===== config.mk =====
export PLATFORM = sky130hd
export DESIGN_NAME = sine_pwm_dac_flat
export DESIGN_NICKNAME = d
export VERILOG_FILES = /design/src/rtl/sine_pwm_dac_if.sv /design/src/rtl/sine_pwm_dac.sv /design/src/flat_wrapper.sv
export SDC_FILE = /design/constraint.sdc
export NUM_CORES = 1
export LEC_CHECK = 0
export CORE_MARGIN = 3
export CORE_UTILIZATION = 45
export CTS_BUF_LIST = sky130_fd_sc_hd__clkbuf_4
export DETAILED_ROUTE_END_ITERATION = 8
export PLACE_DENSITY = 0.69
export SETUP_SLACK_MARGIN = 0.2
export SYNTH_ARGS = -nofsm -noshare
export SYNTH_HDL_FRONTEND = slang
export SYNTH_SLANG_ARGS = --single-unit

===== constraint.sdc =====
create_clock -name i_clk -period 1.8 [get_ports i_clk]
set_input_delay 0.27 -clock i_clk [delete_from_list [all_inputs] [get_ports i_clk]]
set_output_delay 0.27 -clock i_clk [all_outputs]
set_load 0.03 [all_outputs]

===== src/rtl/sine_pwm_dac_if.sv =====
// -----------------------------------------------------------------------------
// sine_pwm_dac_if
//   Sample hand-off between the sine generator (master) and the PWM /
//   sigma-delta output stage (slave).
//
//   sample       : offset-binary sample, master -> slave
//   sample_valid : sample is valid this cycle, master -> slave
//   step         : high in the last cycle of each frame; the slave accepts
//                  the sample on the edge that ends this cycle, and the master
//                  uses it as its advance enable. slave -> master
// -----------------------------------------------------------------------------
interface sine_pwm_dac_if #(
    parameter int DATA_W = 4
);
    logic [DATA_W-1:0] sample;
    logic              sample_valid;
    logic              step;

    modport master (
        output sample,
        output sample_valid,
        input  step
    );

    modport slave (
        input  sample,
        input  sample_valid,
        output step
    );
endinterface


===== src/rtl/sine_pwm_dac.sv =====
// -----------------------------------------------------------------------------
// sine_pwm_dac
//   Converts one offset-binary sample per frame into a 1-bit pulse stream for
//   an external RC filter. A frame is 2^FRAME_W clocks. Two modulators:
//     PWM         : DUTY contiguous ones per frame, frame aligned.
//     sigma-delta : first-order accumulator, carry-out is the output bit.
//   The sample and the mode are only taken at frame boundaries, so the output
//   is never disturbed mid-frame.
//
// Ports
//   i_clk          : system clock, rising edge
//   i_rst_n        : synchronous reset, active low
//   i_enable       : run enable; low parks counter/accumulator and output at 0
//   i_mode         : 0 = PWM, 1 = sigma-delta (sampled at frame boundary)
//   i_clr_underrun : clears the sticky underrun flag
//   bus            : slave side of the sample hand-off (sample, valid, step)
//   o_dac_out      : modulated bit stream (registered)
//   o_cur_sample   : sample currently being modulated
//   o_underrun     : sticky; a frame boundary passed without a valid sample
// -----------------------------------------------------------------------------
module sine_pwm_dac #(
    parameter int DATA_W  = 4,
    parameter int FRAME_W = 4
) (
    input  logic                 i_clk,
    input  logic                 i_rst_n,
    input  logic                 i_enable,
    input  logic                 i_mode,
    input  logic                 i_clr_underrun,
    sine_pwm_dac_if.slave        bus,
    output logic                 o_dac_out,
    output logic [DATA_W-1:0]    o_cur_sample,
    output logic                 o_underrun
);

    // The duty scaling below left-shifts the sample into the frame range,
    // which only works when the frame is at least as wide as the sample.
    generate
        if (FRAME_W < DATA_W) begin : g_bad_cfg
            $error("sine_pwm_dac: FRAME_W must be >= DATA_W");
        end
    endgenerate

    localparam logic [DATA_W-1:0]  MIDSCALE = DATA_W'(1) << (DATA_W - 1);
    localparam logic [FRAME_W-1:0] CNT_LAST = {FRAME_W{1'b1}};
    localparam logic               MODE_PWM = 1'b0;

    logic [FRAME_W-1:0] r_cnt;
    logic [FRAME_W-1:0] r_acc;
    logic [DATA_W-1:0]  r_cur_sample;
    logic               r_mode;
    logic               r_dac;
    logic               r_underrun;

    logic               w_step;
    logic [FRAME_W-1:0] w_duty;
    logic [FRAME_W:0]   w_sd_sum;
    logic               w_pwm_bit;

    // Last cycle of the frame; gated by enable so a disable landing on the
    // boundary cycle skips the capture entirely.
    assign w_step    = i_enable && (r_cnt == CNT_LAST);

    assign w_duty    = FRAME_W'(r_cur_sample) << (FRAME_W - DATA_W);
    assign w_pwm_bit = (r_cnt < w_duty);

    // One extra bit so the top bit is the carry that drives the output.
    assign w_sd_sum  = {1'b0, r_acc} + {1'b0, w_duty};

    always_ff @(posedge i_clk) begin
        if (!i_rst_n) begin
            r_cnt        <= '0;
            r_acc        <= '0;
            r_cur_sample <= MIDSCALE;
            r_mode       <= MODE_PWM;
            r_dac        <= 1'b0;
            r_underrun   <= 1'b0;
        end else if (!i_enable) begin
            // Sample, mode and underrun survive a disable; the frame restarts.
            r_cnt <= '0;
            r_acc <= '0;
            r_dac <= 1'b0;
        end else begin
            r_cnt <= r_cnt + FRAME_W'(1);

            // Modulator runs on the mode/sample that were active this cycle;
            // the boundary capture below only affects the next frame.
            if (r_mode == MODE_PWM) begin
                r_dac <= w_pwm_bit;
            end else begin
                r_dac <= w_sd_sum[FRAME_W];
                r_acc <= w_sd_sum[FRAME_W-1:0];
            end

            if (w_step) begin
                if (bus.sample_valid) begin
                    r_cur_sample <= bus.sample;
                end
                r_mode <= i_mode;
                // A fresh modulator starts from a clean accumulator.
                if (i_mode != r_mode) begin
                    r_acc <= '0;
                end
            end

            // Set wins over clear when both land on the same edge.
            if (w_step && !bus.sample_valid) begin
                r_underrun <= 1'b1;
            end else if (i_clr_underrun) begin
                r_underrun <= 1'b0;
            end
        end
    end

    assign bus.step     = w_step;
    assign o_dac_out    = r_dac;
    assign o_cur_sample = r_cur_sample;
    assign o_underrun   = r_underrun;

endmodule

===== src/flat_wrapper.sv =====
// flat-port wrapper written by rule: the top's interface ports become plain ports
module sine_pwm_dac_flat 
#(
    parameter int DATA_W  = 4,
    parameter int FRAME_W = 4
)
  (i_clk, i_rst_n, i_enable, i_mode, i_clr_underrun, o_dac_out, o_cur_sample, o_underrun, bus_sample, bus_sample_valid, bus_step);
  sine_pwm_dac_if #(.DATA_W(DATA_W)) bus_i ();
  input  logic i_clk;
  input  logic i_rst_n;
  input  logic i_enable;
  input  logic i_mode;
  input  logic i_clr_underrun;
  output logic o_dac_out;
  output logic [DATA_W-1:0] o_cur_sample;
  output logic o_underrun;
  input wire logic [$bits(bus_i.sample)-1:0] bus_sample;
  input wire logic [$bits(bus_i.sample_valid)-1:0] bus_sample_valid;
  output wire logic [$bits(bus_i.step)-1:0] bus_step;
  assign bus_i.sample = bus_sample;
  assign bus_i.sample_valid = bus_sample_valid;
  assign bus_step = bus_i.step;
  sine_pwm_dac #(.DATA_W(DATA_W), .FRAME_W(FRAME_W)) u_core (.i_clk(i_clk), .i_rst_n(i_rst_n), .i_enable(i_enable), .i_mode(i_mode), .i_clr_underrun(i_clr_underrun), .bus(bus_i), .o_dac_out(o_dac_out), .o_cur_sample(o_cur_sample), .o_underrun(o_underrun));
endmodule

# After elaboration in Yosys (flattened, before gate mapping)
# Cells that the tools add are included.
# Widths: inputs -> output; s select.
# word_totals
register_bits	15
wordCells	25
# op_classes
add_sub_neg	2
n_lt_le_gt_ge	1
n_eq_ne	2
mux	6
n_reduce_logical	8
# ops
operator	count
$mux 4	3
$reduce_and 2->1	3
$add 4x4->5	1
$add 4x1->4 const B	1
$eq 4x4->1 const B	1
$lt 4x4->1	1
$mux 1	3
$reduce_and 3->1	1
$logic_and 1x1->1	2
$reduce_bool 2->1	1
$logic_not 1->1	1
$ne 1x1->1	1

# Depth between registers and ports, before layout
# Gate-level depths: netlist of the first run.
# logic_depth
ltp_word	5
mapped_depth	6
ltp_nobuf	6

# Worst setup path after synthesis of the first run
# No wires, ideal clock.
# synth_path
path_kind	reg-to-reg
from	register u_core.r_cur_sample[0], in the netlist u_core.o_cur_sample[0]
to	register u_core.r_dac, in the netlist u_core.o_dac_out
arrival_time_ns	1.469
required_time_ns	1.678
slack_ns	0.209
stages_incl_launch_ff	7
path_buffers	0
cell_sequence	dfxtp_1 ha_1 fa_1 a21oi_1 nor2b_1 o21ai_0 a21oi_1
# synth_via
elab_chain_len	2
word_cells_on_any_way	3
cone_classes	add/sub: 1; order compare: 1; mux: 1
# synth_rtl
element	line	source
start: declaration	sine_pwm_dac.sv:50	logic [DATA_W-1:0] r_cur_sample;
start signal: assignment	sine_pwm_dac.sv:97	r_cur_sample <= bus.sample;
$add 4x4->5 / $lt 4x4->1 (equally long branches)	sine_pwm_dac.sv:68, sine_pwm_dac.sv:65	
$mux 1 *	sine_pwm_dac.sv:88	if (r_mode == MODE_PWM) begin
end signal: assignment	sine_pwm_dac.sv:89	r_dac <= w_pwm_bit;
end signal: assignment	sine_pwm_dac.sv:91	r_dac <= w_sd_sum[FRAME_W];
end: declaration	sine_pwm_dac.sv:52	logic r_dac;
# Every way passes the cells marked *; elsewhere a longest branch is shown, timed or not.
# A chain may end at the register's enable or synchronous reset.

# Worst setup path after layout of the first run
# layout_path
from	register u_core.r_dac, in the netlist u_core.o_dac_out
to	output o_dac_out
# layout_rtl
element	line	source
end: declaration	flat_wrapper.sv:14	output logic o_dac_out;
# No word-level cell between the ends.

==> impl_metrics.env, run 1 <==
export IMPL_postCtsSetupRepairBufs=0
export IMPL_numPortBuffers=16
export IMPL_post_cts_hold_buffer_count=0
export IMPL_synth_edf_count=0
export IMPL_setup_tns_ns=0
export IMPL_detail_route_antenna_nets=0
export IMPL_p_total_mw=0.5937
export IMPL_finalCritPeriodShare_pct=85.48
export IMPL_critical_path_slowest_stage_cell="sky130_fd_sc_hd__clkdlybuf4s50_1"
export IMPL_drt_vias_per_instance=5.309
export IMPL_worstSkewPairLatency_ns=0.28
export IMPL_finalWirelength_um=1513
export IMPL_dpl_hpwl_um=1229
export IMPL_dp_cells=119
export IMPL_worstPathArrival_ns=1.27
export IMPL_critPathRequiredTime_ns=1.53
export IMPL_globalplace_congestion=0.7595
export IMPL_nNetsFinal=127
export IMPL_number_of_iterations_in_the_first_detailed_routing_pass=2
export IMPL_die_area_um2=2290
export IMPL_first_iter_violations=9
export IMPL_clock_tree_buffer_depth=2
export IMPL_synth_area_top_cells="sky130_fd_sc_hd__dfxtp_1 (38%), sky130_fd_sc_hd__ha_1 (13%), sky130_fd_sc_hd__nand2_1 (4.3%), sky130_fd_sc_hd__mux2i_1 (3.8%), sky130_fd_sc_hd__nand3_1 (3.8%)"
export IMPL_critical_path_top_delay_family="buffers and inverters"
export IMPL_cap_violations=0
export IMPL_ys_dominant_reg_cell="sky130_fd_sc_hd__dfxtp_1"
export IMPL_depth_of_the_cts_h_tree=1
export IMPL_globalRouteMet1Util_pct=22.00
export IMPL_multi_input_comb_area_um2=470.5
export IMPL_crit_buf_inv=1
export IMPL_timing_rr_end="u_core.o_dac_out"
export IMPL_synthMostInstantiatedCell="sky130_fd_sc_hd__dfxtp_1"
export IMPL_min_delay_path_class="reg2reg"
export IMPL_crit_cells=1
export IMPL_synth_ff_latch_count=15
export IMPL_share_of_the_yosys_chip_area_belonging_to_registers_pct=38.10
export IMPL_hold_viol_final=0
export IMPL_status="completed"
export IMPL_drc=0
export IMPL_clock_tree_from_tritoncts="built"
export IMPL_grt_setup_unrepaired="yes"
export IMPL_critical_path_reg2reg_startpoint="u_core.o_cur_sample[0]"
export IMPL_fin_skew_ns=0.001125
export IMPL_clock_root_buffer="sky130_fd_sc_hd__clkbuf_4"
export IMPL_p_per_area_nw_per_um2=584.4
export IMPL_pin_count=17
export IMPL_pre_cts_slack_ns=0.2773
export IMPL_postSynthNetCount=105
export IMPL_nFillCells=150
export IMPL_use_met2_pct=23.75
export IMPL_netlist_cell_type_count=26
export IMPL_placeableCoreArea_um2=1577
export IMPL_setup_ws_ns=0.2614
export IMPL_floorplan_initialDensity_pct=50.00
export IMPL_via_count_of_the_first_global_routing_pass=562
export IMPL_globalRouteMet3Util_pct=3.759
export IMPL_achievable_frequency_ghz=0.6500
export IMPL_slowest_delay_ns=0.66
export IMPL_placement_rows=14
export IMPL_setup_worst_path_end_class="output port"
export IMPL_tightest_pin_transition_ns=0.3163
export IMPL_antenna_found_initial=0
export IMPL_vdd_ir_drop_worst_mv=0.3549
export IMPL_cts_made_buffers=3
export IMPL_register_area_um2=301.5
export IMPL_critical_path_startpoint_type="register"
export IMPL_wire_per_inst_um=12.30
export IMPL_chipWidth_um=47.86
export IMPL_worst_r2r_cell_count=6
export IMPL_fin_crit_ns=1.539
export IMPL_synth_area_per_cell_um2=9.166
export IMPL_grt_pass1_wl_um=2490
export IMPL_layout_core_utilization_pct=64.44
export IMPL_fp_dieH_um=47.86
export IMPL_ys_top_cells_by_count="sky130_fd_sc_hd__dfxtp_1 (15), sky130_fd_sc_hd__nand2_1 (9), sky130_fd_sc_hd__ha_1 (8)"
export IMPL_timing_hold_ws_ns=0.4413
export IMPL_yosysWarningCount=0
export IMPL_syn_cell_area_um2=788.3
export IMPL_worstPathCellList="clkdlybuf4s50_1"
export IMPL_path_clk_slew_ns=0.09
export IMPL_n_antenna_cell=0
export IMPL_maximum_number_of_pins_on_one_net_before_global_route_repair=11
export IMPL_final_max_slew_viol_count=0
export IMPL_finalInstanceArea_um2=1016
export IMPL_total_leakage_power_nw=0.4581
export IMPL_cts_sinks=15
export IMPL_place_area_um2=978.4
export IMPL_area_growth_pct=28.89
export IMPL_post_route_cells_drive_above_1_share_pct=17.76
export IMPL_finalNonFillerCells=123
export IMPL_crit_path_max_fanout=1
export IMPL_cp_startpoint="u_core.o_dac_out"
export IMPL_synth_largest_type_area_fraction_pct=38.10
export IMPL_postSynthCellCount=86
export IMPL_synth_largest_area_cell="sky130_fd_sc_hd__dfxtp_1"
export IMPL_max_slew_margin_rel_pct=78.88
export IMPL_globalRoute_totalOverflow=0
export IMPL_asyncSetResetFlopFracSynth_pct=0
export IMPL_globalRouteTotalUtil_pct=16.20
export IMPL_worstSetupEndpoint="o_dac_out"
export IMPL_routed_via_count=653
export IMPL_regToRegSetupSlack_ns=0.40
export IMPL_setup_viol=0
export IMPL_grt_most_used_layer="met2"
export IMPL_criticalPathCategory="reg2out"
-- cell families (layout without fill, tap and decap cells) --
logic type / count (synthesis) / count (layout) / synth area share, %
fa+ha+maj: 9 / 9 / 15.24
xor+xnor: 4 / 4 / 4.445
mux: 3 / 3 / 3.810
simple gates: 32 / 32 / 21.11
compound gates: 17 / 17 / 13.97
buf+inv: 6 / 27 / 3.333
flops: 15 / 15 / 38.10
-- registers in the layout, summed over array words and instances (netlist names) --
name,flops
u_core.o_cur_sample,4
u_core.o_dac_out,1
u_core.o_underrun,1
u_core.r_acc,4
u_core.r_cnt,4
u_core.r_mode,1
-- routing by layer --
metal | vias up | part of all wire [%]
li1 | 337 | -
met2 | 16 | 46
met5 | - | 0
met4 | 0 | 1.5
met3 | 4 | 4.2
met1 | 296 | 48
-- cell type report --
type | instances | share of cell area [%]
timing repair buffer | 19 | 17.49
sequential | 15 | 29.68
tap | 16 | 1.970
clock buffer | 4 | 2.956
inverter | 4 | 1.601
multi-input combinational | 65 | 46.31
-- timing repair --
action                                  4_1_cts  5_1_grt
endpoints found under the setup margin        5        3
pin swaps                                     0        0
resized for setup                             5        4
-- worst min-delay path by stage --
| stage | depth (start not counted) | endpoint | slack [ns] | start |
|---|---|---|---|---|
| finish | 1 | u_core.r_cnt[0] | 0.44 | u_core.r_cnt[0] |
| global route | 1 | u_core.r_cnt[0] | 0.47 | u_core.r_cnt[0] |
| CTS | 1 | u_core.r_cnt[0] | 0.48 | u_core.r_cnt[0] |
| detailed placement | 1 | u_core.r_cnt[0] | 0.46 | u_core.r_cnt[0] |
| global placement | 1 | u_core.r_cnt[0] | 0.45 | u_core.r_cnt[0] |
| floorplan | 2 | u_core.o_cur_sample[0] | 0.40 | bus_sample[0] |
-- placed cells by master, fill, tap and decap left out --
| cell | instances |
|---|---|
| sky130_fd_sc_hd__a211oi_2 | 2 |
| sky130_fd_sc_hd__a21boi_0 | 1 |
| sky130_fd_sc_hd__a21oi_1 | 3 |
| sky130_fd_sc_hd__a21oi_2 | 1 |
| sky130_fd_sc_hd__a41o_1 | 1 |
| sky130_fd_sc_hd__and2_1 | 1 |
| sky130_fd_sc_hd__and3_1 | 1 |
| sky130_fd_sc_hd__buf_4 | 4 |
| sky130_fd_sc_hd__clkbuf_4 | 4 |
| sky130_fd_sc_hd__clkdlybuf4s50_1 | 10 |
| sky130_fd_sc_hd__clkinv_2 | 1 |
| sky130_fd_sc_hd__dfxtp_1 | 14 |
| sky130_fd_sc_hd__dfxtp_2 | 1 |
| sky130_fd_sc_hd__dlygate4sd2_1 | 4 |
| sky130_fd_sc_hd__dlymetal6s2s_1 | 1 |
| sky130_fd_sc_hd__fa_2 | 1 |
| sky130_fd_sc_hd__ha_1 | 7 |
| sky130_fd_sc_hd__ha_2 | 1 |
| sky130_fd_sc_hd__inv_1 | 3 |
| sky130_fd_sc_hd__mux2i_1 | 3 |
| sky130_fd_sc_hd__nand2_1 | 9 |
| sky130_fd_sc_hd__nand2_2 | 2 |
| sky130_fd_sc_hd__nand2b_1 | 3 |
| sky130_fd_sc_hd__nand2b_4 | 1 |
| sky130_fd_sc_hd__nand3_1 | 6 |
| sky130_fd_sc_hd__nand4_2 | 1 |
| sky130_fd_sc_hd__nor2_1 | 7 |
| sky130_fd_sc_hd__nor2b_1 | 1 |
| sky130_fd_sc_hd__o211ai_1 | 1 |
| sky130_fd_sc_hd__o21ai_0 | 4 |
| sky130_fd_sc_hd__o21ai_1 | 4 |
| sky130_fd_sc_hd__xnor2_1 | 2 |
| sky130_fd_sc_hd__xor2_1 | 2 |
-- power breakdown --
part / switching [mW] / internal [mW]
combinational: 0.0182 / 0.0275
sequential: 0.00260 / 0.335
clock: 0.109 / 0.101
total: 0.130 / 0.464
No activity file was read; power rests on OpenSTA's default activity.
==> run 2: changes to the inputs <==
Settings changed: CAP_MARGIN set to 30.
==> results of run 2 <==
No change in the layout: final DEF, timing and power equal those of run 1.
